<file path="src/rtl/lcd16x2_pkg.sv">
// Shared definitions for the HD44780 16x2 write-bus scheduler:
// FSM state encoding, RS polarity, command bytes and the init ROM.
package lcd16x2_pkg;

    typedef enum logic [2:0] {
        ST_POWERUP   = 3'd0,
        ST_INIT_LOAD = 3'd1,
        ST_IDLE      = 3'd2,
        ST_SETUP     = 3'd3,
        ST_EHIGH     = 3'd4,
        ST_HOLD      = 3'd5,
        ST_EXEC      = 3'd6
    } state_e;

    localparam logic RS_CMD  = 1'b0;
    localparam logic RS_DATA = 1'b1;

    localparam logic [7:0] CMD_FUNC_8B2L = 8'h38;
    localparam logic [7:0] CMD_DISP_ON   = 8'h0C;
    localparam logic [7:0] CMD_CLEAR     = 8'h01;
    localparam logic [7:0] CMD_ENTRY_INC = 8'h06;

    localparam int unsigned INIT_LEN = 4;

    // Power-up command list, issued in index order.
    function automatic logic [7:0] init_rom_byte(input logic [1:0] idx);
        logic [7:0] b;
        case (idx)
            2'd0:    b = CMD_FUNC_8B2L;
            2'd1:    b = CMD_DISP_ON;
            2'd2:    b = CMD_CLEAR;
            default: b = CMD_ENTRY_INC;
        endcase
        return b;
    endfunction

    // A zero-length delay still occupies its state for one cycle.
    function automatic int unsigned dly_min1(input int unsigned d);
        return (d == 0) ? 1 : d;
    endfunction

    function automatic int unsigned max2(input int unsigned a, input int unsigned b);
        return (a > b) ? a : b;
    endfunction

    // Clear (0x01) and home (0x02/0x03) need the long execution time;
    // 0x00 is grouped with them since it shares the same opcode prefix.
    function automatic logic is_long_cmd(input logic rs, input logic [7:0] data);
        return (rs == RS_CMD) && (data[7:1] == 7'd0);
    endfunction

endpackage

</file>
<file path="src/rtl/lcd16x2_rr_arb.sv">
// Two-way round-robin arbiter. Grants are combinational; the last-grant
// flag advances only on the update strobe (a completed transfer).
// Handshake: a transfer happens on a cycle where valid && grant are both
// high; requesters hold valid/payload stable until granted and may drop
// valid earlier without side effects.
module lcd16x2_rr_arb
    import lcd16x2_pkg::*;
(
    input  logic clk_i,
    input  logic rst_ni,
    input  logic en_i,
    input  logic valid0_i,
    input  logic valid1_i,
    input  logic update_i,
    output logic grant0_o,
    output logic grant1_o
);

    logic last_q;
    logic last_d;

    // Requester whose turn it is wins a tie; a lone requester always wins.
    always_comb begin
        grant0_o = en_i && valid0_i && (!valid1_i || (last_q != 1'b0));
        grant1_o = en_i && valid1_i && (!valid0_i || (last_q != 1'b1));
        last_d   = update_i ? grant1_o : last_q;
    end

    // Last-grant register; resets to 1 so requester 0 wins the first tie.
    always_ff @(posedge clk_i or negedge rst_ni) begin
        if (!rst_ni) begin
            last_q <= 1'b1;
        end else begin
            last_q <= last_d;
        end
    end

endmodule

</file>
<file path="src/rtl/lcd16x2_bus_sched.sv">
// HD44780 16x2 8-bit write-bus scheduler. Runs the power-up init list,
// then serves two requesters round-robin, timing setup / E-pulse / hold /
// execution for every write with a single shared down-counter.
module lcd16x2_bus_sched
    import lcd16x2_pkg::*;
#(
    parameter int unsigned POWERUP_CYC    = 5000000,
    parameter int unsigned SETUP_CYC      = 5,
    parameter int unsigned E_HIGH_CYC     = 60,
    parameter int unsigned HOLD_CYC       = 3,
    parameter int unsigned EXEC_SHORT_CYC = 5000,
    parameter int unsigned EXEC_LONG_CYC  = 200000
) (
    input  logic       clk_i,
    input  logic       rst_ni,
    input  logic       req0_valid_i,
    input  logic       req0_rs_i,
    input  logic [7:0] req0_data_i,
    output logic       req0_ready_o,
    input  logic       req1_valid_i,
    input  logic       req1_rs_i,
    input  logic [7:0] req1_data_i,
    output logic       req1_ready_o,
    output logic       init_done_o,
    output logic       busy_o,
    output logic       lcd_rs_o,
    output logic       lcd_e_o,
    output logic [7:0] lcd_databus_o
);

    localparam int unsigned MAX_DLY = max2(max2(max2(POWERUP_CYC, SETUP_CYC),
                                                max2(E_HIGH_CYC, HOLD_CYC)),
                                           max2(EXEC_SHORT_CYC, EXEC_LONG_CYC));
    localparam int unsigned CNT_W   = $clog2(MAX_DLY) + 1;

    state_e             state_q, state_d;
    logic [CNT_W-1:0]   cnt_q, cnt_d;
    logic [1:0]         idx_q, idx_d;
    logic               init_done_q, init_done_d;
    logic               rs_q, rs_d;
    logic [7:0]         db_q, db_d;
    logic               e_q, e_d;
    logic               gnt0, gnt1;
    logic               accept;
    logic               cnt_expired;

    // Dwell time for the state being entered; EXEC length depends on the
    // byte already on the bus.
    function automatic logic [CNT_W-1:0] load_for(input state_e s, input logic rs,
                                                  input logic [7:0] db);
        logic [CNT_W-1:0] v;
        case (s)
            ST_POWERUP: v = CNT_W'(dly_min1(POWERUP_CYC));
            ST_SETUP:   v = CNT_W'(dly_min1(SETUP_CYC));
            ST_EHIGH:   v = CNT_W'(dly_min1(E_HIGH_CYC));
            ST_HOLD:    v = CNT_W'(dly_min1(HOLD_CYC));
            ST_EXEC:    v = is_long_cmd(rs, db) ? CNT_W'(dly_min1(EXEC_LONG_CYC))
                                                : CNT_W'(dly_min1(EXEC_SHORT_CYC));
            default:    v = CNT_W'(1);
        endcase
        return v;
    endfunction

    lcd16x2_rr_arb u_arb (
        .clk_i    (clk_i),
        .rst_ni   (rst_ni),
        .en_i     ((state_q == ST_IDLE) && init_done_q),
        .valid0_i (req0_valid_i),
        .valid1_i (req1_valid_i),
        .update_i (accept),
        .grant0_o (gnt0),
        .grant1_o (gnt1)
    );

    assign accept       = gnt0 | gnt1;
    assign cnt_expired  = (cnt_q <= CNT_W'(1));
    assign req0_ready_o = gnt0;
    assign req1_ready_o = gnt1;
    assign busy_o       = (state_q != ST_IDLE);
    assign init_done_o  = init_done_q;
    assign lcd_rs_o     = rs_q;
    assign lcd_e_o      = e_q;
    assign lcd_databus_o = db_q;

    // Next-state, counter and bus-pin logic; pins are computed from the
    // next state so the registered outputs line up with the state.
    always_comb begin
        state_d     = state_q;
        cnt_d       = cnt_q;
        idx_d       = idx_q;
        init_done_d = init_done_q;
        rs_d        = rs_q;
        db_d        = db_q;

        case (state_q)
            ST_POWERUP: begin
                if (cnt_expired) state_d = ST_INIT_LOAD;
                else             cnt_d   = cnt_q - CNT_W'(1);
            end
            ST_INIT_LOAD: begin
                state_d = ST_SETUP;
                rs_d    = RS_CMD;
                db_d    = init_rom_byte(idx_q);
            end
            ST_IDLE: begin
                if (gnt0) begin
                    state_d = ST_SETUP;
                    rs_d    = req0_rs_i;
                    db_d    = req0_data_i;
                end else if (gnt1) begin
                    state_d = ST_SETUP;
                    rs_d    = req1_rs_i;
                    db_d    = req1_data_i;
                end
            end
            ST_SETUP: begin
                if (cnt_expired) state_d = ST_EHIGH;
                else             cnt_d   = cnt_q - CNT_W'(1);
            end
            ST_EHIGH: begin
                if (cnt_expired) state_d = ST_HOLD;
                else             cnt_d   = cnt_q - CNT_W'(1);
            end
            ST_HOLD: begin
                if (cnt_expired) state_d = ST_EXEC;
                else             cnt_d   = cnt_q - CNT_W'(1);
            end
            ST_EXEC: begin
                if (cnt_expired) begin
                    if (init_done_q) begin
                        state_d = ST_IDLE;
                    end else if (idx_q == 2'(INIT_LEN - 1)) begin
                        state_d     = ST_IDLE;
                        init_done_d = 1'b1;
                    end else begin
                        idx_d   = idx_q + 2'd1;
                        state_d = ST_INIT_LOAD;
                    end
                end else begin
                    cnt_d = cnt_q - CNT_W'(1);
                end
            end
            default: state_d = ST_POWERUP;
        endcase

        // Every transition changes state, so a change marks a state entry.
        if (state_d != state_q) cnt_d = load_for(state_d, rs_d, db_d);

        e_d = (state_d == ST_EHIGH);
    end

    // State, counter and pin registers; reset drops E at once and restarts
    // the whole power-up sequence.
    always_ff @(posedge clk_i or negedge rst_ni) begin
        if (!rst_ni) begin
            state_q     <= ST_POWERUP;
            cnt_q       <= CNT_W'(dly_min1(POWERUP_CYC));
            idx_q       <= 2'd0;
            init_done_q <= 1'b0;
            rs_q        <= 1'b0;
            db_q        <= 8'h00;
            e_q         <= 1'b0;
        end else begin
            state_q     <= state_d;
            cnt_q       <= cnt_d;
            idx_q       <= idx_d;
            init_done_q <= init_done_d;
            rs_q        <= rs_d;
            db_q        <= db_d;
            e_q         <= e_d;
        end
    end

endmodule

</file>
<file path="config.mk">
export PLATFORM = sky130hd
export DESIGN_NAME = lcd16x2_bus_sched
export DESIGN_NICKNAME = d
export VERILOG_FILES = /design/src/rtl/lcd16x2_pkg.sv /design/src/rtl/lcd16x2_rr_arb.sv /design/src/rtl/lcd16x2_bus_sched.sv
export SDC_FILE = /design/constraint.sdc
export NUM_CORES = 1
export LEC_CHECK = 0
export BUFFER_PORTS_ARGS = -buffer_cell sky130_fd_sc_hd__buf_2
export CAP_MARGIN = 20
export CORE_UTILIZATION = 59
export CTS_BUF_LIST = sky130_fd_sc_hd__clkbuf_16
export DETAILED_ROUTE_END_ITERATION = 6
export GPL_ROUTABILITY_DRIVEN = 0
export PLACE_DENSITY = 0.81
export SLEW_MARGIN = 20
export SYNTH_ARGS = -nofsm -noshare
export SYNTH_HDL_FRONTEND = slang
export SYNTH_SLANG_ARGS = --single-unit
export TNS_END_PERCENT = 10
</file>
<file path="constraint.sdc">
create_clock -name clk_i -period 5 [get_ports clk_i]
set_input_delay 0.25 -clock clk_i [delete_from_list [all_inputs] [get_ports clk_i]]
set_output_delay 0.25 -clock clk_i [all_outputs]
set_load 0.01 [all_outputs]
</file>
Yosys cells after proc, flatten, opt, wreduce, memory -nomap -nowiden

Index checks and enable logic that the tools add are counted.

Output and inout port bits: 14
Input bits: 22
Word-level logic and storage cells: 79
Flip-flop bits (word level): 41

Magnitude comparators: 1
Equality and inequality tests: 17
Add/sub/neg operators: 2
Reductions and logical operators: 21
Mux-type cells: 24
Bitwise operators: 5

Operators by type and width:

| kind                  | number |
|---|---|
| $pmux 23 s5           | 1 |
| $mux 24               | 3 |
| $le 24x1->1 const B   | 1 |
| $sub 24x1->24 const B | 1 |
| $mux 3                | 7 |
| $pmux 3 s7            | 1 |
| $eq 3x3->1 const B    | 6 |
| $mux 18               | 1 |
| $pmux 6 s3            | 1 |
| $mux 8                | 2 |
| $pmux 8 s2            | 1 |
| $eq 3x2->1 const B    | 3 |
| $logic_not 7->1       | 1 |
| $logic_and 1x1->1     | 6 |
| $logic_not 3->1       | 2 |
| $reduce_and 2->1      | 3 |
| $reduce_or 5->1       | 1 |
| $eq 2x2->1 const B    | 2 |
| $mux 1                | 4 |
| $mux 2                | 2 |
| $not 1->1             | 4 |
| $reduce_and 4->1      | 1 |
| $reduce_bool 2->1     | 2 |
| $eq 3x1->1 const B    | 1 |
| other kinds (11)      | 13 |

Depth between registers and ports, before layout

Word-level depth: 12
Gate-level depth with buffers: 10

Modules after synthesis

From an unflattened synthesis, not the netlist that was laid out.

Cells, all modules: 311
Area total of the unflattened synthesis: 2718.9 um^2

Modules (own cells, without submodules):

| module            | seq. area each (um^2) | times used | cells an instance | area each (um^2) |
|---|---|---|---|---|
| lcd16x2_bus_sched | 1011.0                | 1          | 303               | 2652.5 |
| lcd16x2_rr_arb    | 26.3                  | 1          | 8                 | 66.3 |

Worst setup path after synthesis

OpenSTA, ideal clock, no wires.

Path kind: register to register
Start: register cnt_q[21]
End: register cnt_q[10]
Stages on the path, launching flop included: 10
Setup slack: 2.786 ns
Buffers on the path: 2
Arrival: 2.079 ns
Clock period less this slack: 2.214 ns
Library setup time: 0.135 ns
Data required time: 4.865 ns
Path through: dfrtp_1 -> or4_1 -> or2_4 -> or3_1 -> buf_2 -> nand2_2 -> buf_6 -> a21oi_1 -> o21ai_1 -> o211ai_1

Cells in the longest elaborated chain, start to end: 6
Elaborated cells on any way between the ends: 18
Those cells by class: 1 x order compare; 6 x eq/ne; 8 x mux; 3 x reduce/logical

RTL lines:

| what                                        | line                     | RTL |
|---|---|---|
| start: declaration                          | lcd16x2_bus_sched.sv:37  | `logic [CNT_W-1:0] cnt_q, cnt_d;` |
| start signal: assignment                    | lcd16x2_bus_sched.sv:157 | `cnt_q <= CNT_W'(dly_min1(POWERUP_CYC));` |
| start signal: assignment                    | lcd16x2_bus_sched.sv:165 | `cnt_q <= cnt_d;` |
| $le 24x1->1 *                               | lcd16x2_bus_sched.sv:76  | `assign cnt_expired = (cnt_q <= CNT_W'(1));` |
| $mux 3, on equally long branches            | n/a                      |  |
| $pmux 3 s7                                  | lcd16x2_bus_sched.sv:95  | `case (state_q)` |
| $eq 3x3->1 (tied with other cells)          | lcd16x2_bus_sched.sv:52  | `case (s)` |
| $pmux 23 s5 (tied with other cells)         | lcd16x2_bus_sched.sv:52  |  |
| $mux 24 or $reduce_and 2->1 (tied branches) | n/a                      |  |

Every way passes the cells marked *; elsewhere a longest branch is shown, timed or not.
A chain may end at the register's enable or synchronous reset.

Worst setup path after layout

Start: register state_q[1]
End: register cnt_q[22]

Cells in the longest elaborated chain, start to end: 10
Elaborated cells on any way between the ends: 32
Those cells by class: 12 x eq/ne; 10 x mux; 10 x reduce/logical

RTL lines:

| what                                        | line                                             | RTL |
|---|---|---|
| start: declaration                          | lcd16x2_bus_sched.sv:36                          | `state_e state_q, state_d;` |
| start signal: assignment                    | lcd16x2_bus_sched.sv:164                         | `state_q <= state_d;` |
| $eq 3x2->1                                  | lcd16x2_bus_sched.sv:67, lcd16x2_bus_sched.sv:95 |  |
| $logic_and 1x1->1                           | lcd16x2_bus_sched.sv:67                          | `.en_i ((state_q == ST_IDLE) && init_done_q),` |
| $logic_and 1x1->1 (2 in a row)              | lcd16x2_rr_arb.sv:25                             | `grant1_o = en_i && valid1_i && (!valid0_i \|\| (last_q != 1'b1));` |
| $mux 3                                      | lcd16x2_bus_sched.sv:110                         | `end else if (gnt1) begin` |
| $mux 3                                      | lcd16x2_bus_sched.sv:106                         | `if (gnt0) begin` |
| $pmux 3 s7                                  | lcd16x2_bus_sched.sv:95                          |  |
| $eq 3x3->1 (tied with other cells)          | lcd16x2_bus_sched.sv:52                          |  |
| $pmux 23 s5 (tied with other cells)         | lcd16x2_bus_sched.sv:52                          |  |
| $mux 24 or $reduce_and 2->1 (tied branches) | n/a                                              |  |

Several ways; a longest one is shown, not always the timed one.

==> results.cfg <==
[status]
status = finished, final reports clean

[clock_network]
cts_tree = built
cts_sinks = 41
cts_buffer_depth = 2
clk_pin_slew_ns = 0.06
cts-root-buf = clkbuf_16
cts_made_buffers = 5
clk_latency_ns = 0.28
cts_setup_buffers = 0
htree_num_levels = 2
post_cts_resized = 0
hold_buffers = 0

[power]
power_frac_comb_pct = 2.4
pwr_density_cell_nw_per_um2 = 256
intPower_uw = 625
seq_power_share_pct = 43.2
sw_frac_of_total_pct = 18.7
ir_drop_v = 0.000193
p_leak_nw = 1.21
p_sw_uw = 143
pwr-share-clk_pct = 54.4

[cells_and_area]
diodes = 0
area_delta_synth_final_pct = 12.4
fillers = 343
drive_gt1_share_pct = 17.9
nets = 375

[yosys]
ys_types = 56
syn-cell-area_um2 = 2670
syn_avg_cell_area_um2 = 8.24
synth_edf_count = 0
syn-num-nets = 353
synthCells = 324
ys_seq_area_share_pct = 38.8
yosysWarningCount = 0
ys.flop_type = dfrtp_1
ys_seq_elements = 41
synthArstFlopShare_pct = 100

[flow_run]
maxCapViolCount = 0

[setup_path]
slowest_delay_ns = 0.91
r2r_end = cnt_q[22]
worstReg2RegStart = state_q[1]
crit_path_cell_trace = nor3b_1, inv_1, nor2_1, or3_1, o21ai_0, a21oi_1, o221ai_1
critPathArrivalTime_ns = 3.67
reg2reg_slack_ns = 1.52
critPathSlowestCell = nor3b_1
r2r_cells = 7
worstSetupPathType = flip-flop to flip-flop
crit_path_end_kind = flip-flop
critPathLaunch = state_q[1]
worstPathRequired_ns = 5.19
crit_path_start_kind = flip-flop
cp_max_fo = 26

[timing]
setup_violations = 0
fin_skew_ns = 0.00603
finalHoldViolations = 0
final_max_slew_viol_count = 0
tns_ns = 0
rsz0062_at_grt = false
period_share_pct = 69.6
clock.fmax_mhz = 287
holdWs_ns = 0.0927
worst_pin_slew_ns = 1.03
fin_crit_ns = 3.48
relSlewSlack_pct = 31.1

[detailed_routing]
drt-met1-wl_mm = 3.02
wl_mm = 6.78
drt_iter0_drc = 276
vias = 2589
route.detailed.drc = 0
top_layer = met4
dr.pass1.iters = 7
met2_wirelength_mm = 3.13
wl_met3_um = 517
wl_per_cell_um = 17.0
routed_via_density = 6.49
ant_nets = 0

[floorplanning]
core.rowCount = 24
die_h_um = 69.3
io_pins = 36
core_area_um2 = 4350
dieArea_um2 = 4800
die_w_um = 69.3
initial_core_util_pct = 61.4

[global_routing]
grt_max_degree = 42
grt_remaining_overflow = 0
grt_pass1_wl_mm = 11.2
grt_pass1_vias = 2332
antenna_found_initial = 0
grt_usage_pct = 29.1

[placement]
place.port_buffers = 35
dp.final_hpwl_mm = 4.62

[worst_hold_path]
hold_path.class = primary input to async pin
[worst max path at each step]
stage / slack (ns) / cells past startpoint / endpoint
after global placement: 1.79 / 7 / cnt_q[22]
after detailed placement: 1.66 / 7 / cnt_q[22]
after global routing: 1.36 / 7 / cnt_q[22]
after CTS: 1.63 / 7 / cnt_q[22]
final: 1.52 / 7 / cnt_q[22]
after floorplan: 2.79 / 9 / cnt_q[10]
[power by group through the flow]
stage	Combinational, mW	Clock, mW	Sequential (mW)
floorplan	0.00368	0	0.338
global placement	0.0184	0	0.338
detailed placement	0.0189	0	0.338
CTS	0.0189	0.421	0.332
global route	0.0212	0.436	0.332
finish	0.0184	0.417	0.332
[synth_stat cells (all sizes together) (2+ instances only)]
| master | instances | area share [%] |
|---|---|---|
| xnor2 | 4 | 1.3 |
| nor3 | 14 | 2.6 |
| o21ai | 34 | 6.4 |
| a211oi | 2 | 0.56 |
| dfrtp | 32 | 30 |
| dfstp | 9 | 8.9 |
| o22ai | 6 | 1.4 |
| nand3b | 2 | 0.56 |
| a21oi | 26 | 5.0 |
| nand2b | 11 | 2.6 |
| buf | 7 | 2.0 |
| or2 | 3 | 0.80 |
| nor2 | 24 | 3.4 |
| a32o | 4 | 1.5 |
| o211ai | 5 | 1.4 |
| nor4 | 9 | 2.6 |
| or3 | 6 | 1.6 |
| clkbuf | 14 | 2.0 |
| o21a | 3 | 0.84 |
| o311ai | 3 | 0.98 |
| nand2 | 41 | 5.9 |
| a22oi | 7 | 2.0 |
| o31ai | 4 | 1.1 |
| nor2b | 2 | 0.47 |
| a22o | 3 | 0.98 |
| inv | 8 | 1.1 |
| and2 | 3 | 0.80 |
| nand3 | 13 | 2.4 |
| ha | 7 | 3.3 |
[sequential cells by signal (all words and copies together) (netlist names)]
name,count
lcd_databus_o,8
lcd_e_o,1
state_q,3
cnt_q,24
u_arb.last_q,1
lcd_rs_o,1
idx_q,2
init_done_o,1
[metal layers]
metal / track usage [%] / vias up
met2: 47.1 / 126
met4: 9.07 / 0
li1: - / 1237
met5: 0 / -
met1: 39.3 / 1212
met3: 5.81 / 14
[layout by cell type (no fill, tap or decap), types with 3 or more instances in the layout]
cell type / n
nand2_1: 40
nand3_1: 13
clkbuf_16: 5
dfstp_2: 9
o31ai_1: 4
ha_1: 7
inv_1: 8
nor3_1: 14
a21oi_1: 25
a22o_1: 3
nor2_1: 24
o21ai_1: 8
dfrtp_1: 32
o211ai_1: 5
a32o_1: 4
o21ai_0: 26
o22ai_1: 6
nor4_1: 7
a22oi_1: 7
or3_1: 5
buf_2: 35
xnor2_1: 4
nand2b_1: 11
o21a_1: 3
[kinds of logic (layout without fill, tap and decap cells)]
| group | after synthesis | count (layout) | synth area share, % |
|---|---|---|---|
| buf+inv | 29 | 52 | 5.11 |
| xor+xnor | 5 | 5 | 1.64 |
| simple gates | 133 | 133 | 25.2 |
| mux | 1 | 1 | 0.375 |
| flops | 41 | 41 | 38.8 |
| compound gates | 108 | 108 | 25.6 |
| fa+ha+maj | 7 | 7 | 3.28 |
[worst max-delay path, delay by kind of cell, from the launching register on]
family,cells,cell delay [ns]
AOI/OAI and AO/OA,3,0.38
and+or+nand+nor,3,2.01
buffers and inverters,1,0.21
DFF,1,0.79
[through the flow]
step | worst slack [ns] | std cells | util (%) | instance area (um^2) | total power [mW]
6_report | 1.52 | 399 | 69.0 | 3000 | 0.768
5_1_grt | 1.36 | 399 | 69.0 | 3000 | 0.789
4_1_cts | 1.63 | 399 | 69.0 | 3000 | 0.772
3_5_place_dp | 1.66 | 391 | 64.6 | 2810 | 0.357
3_3_place_gp | 1.79 | 391 | 64.6 | 2810 | 0.356
2_1_floorplan | 2.79 | 324 | - | 2670 | 0.342
[cell type report]
class	instances	area, um^2	area share, %
sequential	41	1040	34.5
clock inverter	3	65.1	2.17
timing repair buffer	36	183	6.08
tap	52	65.1	2.17
multi-input combinational	254	1500	49.9
inverter	8	30.0	1.00
clock buffer	5	125	4.17
(Power assumes the default switching activity.)
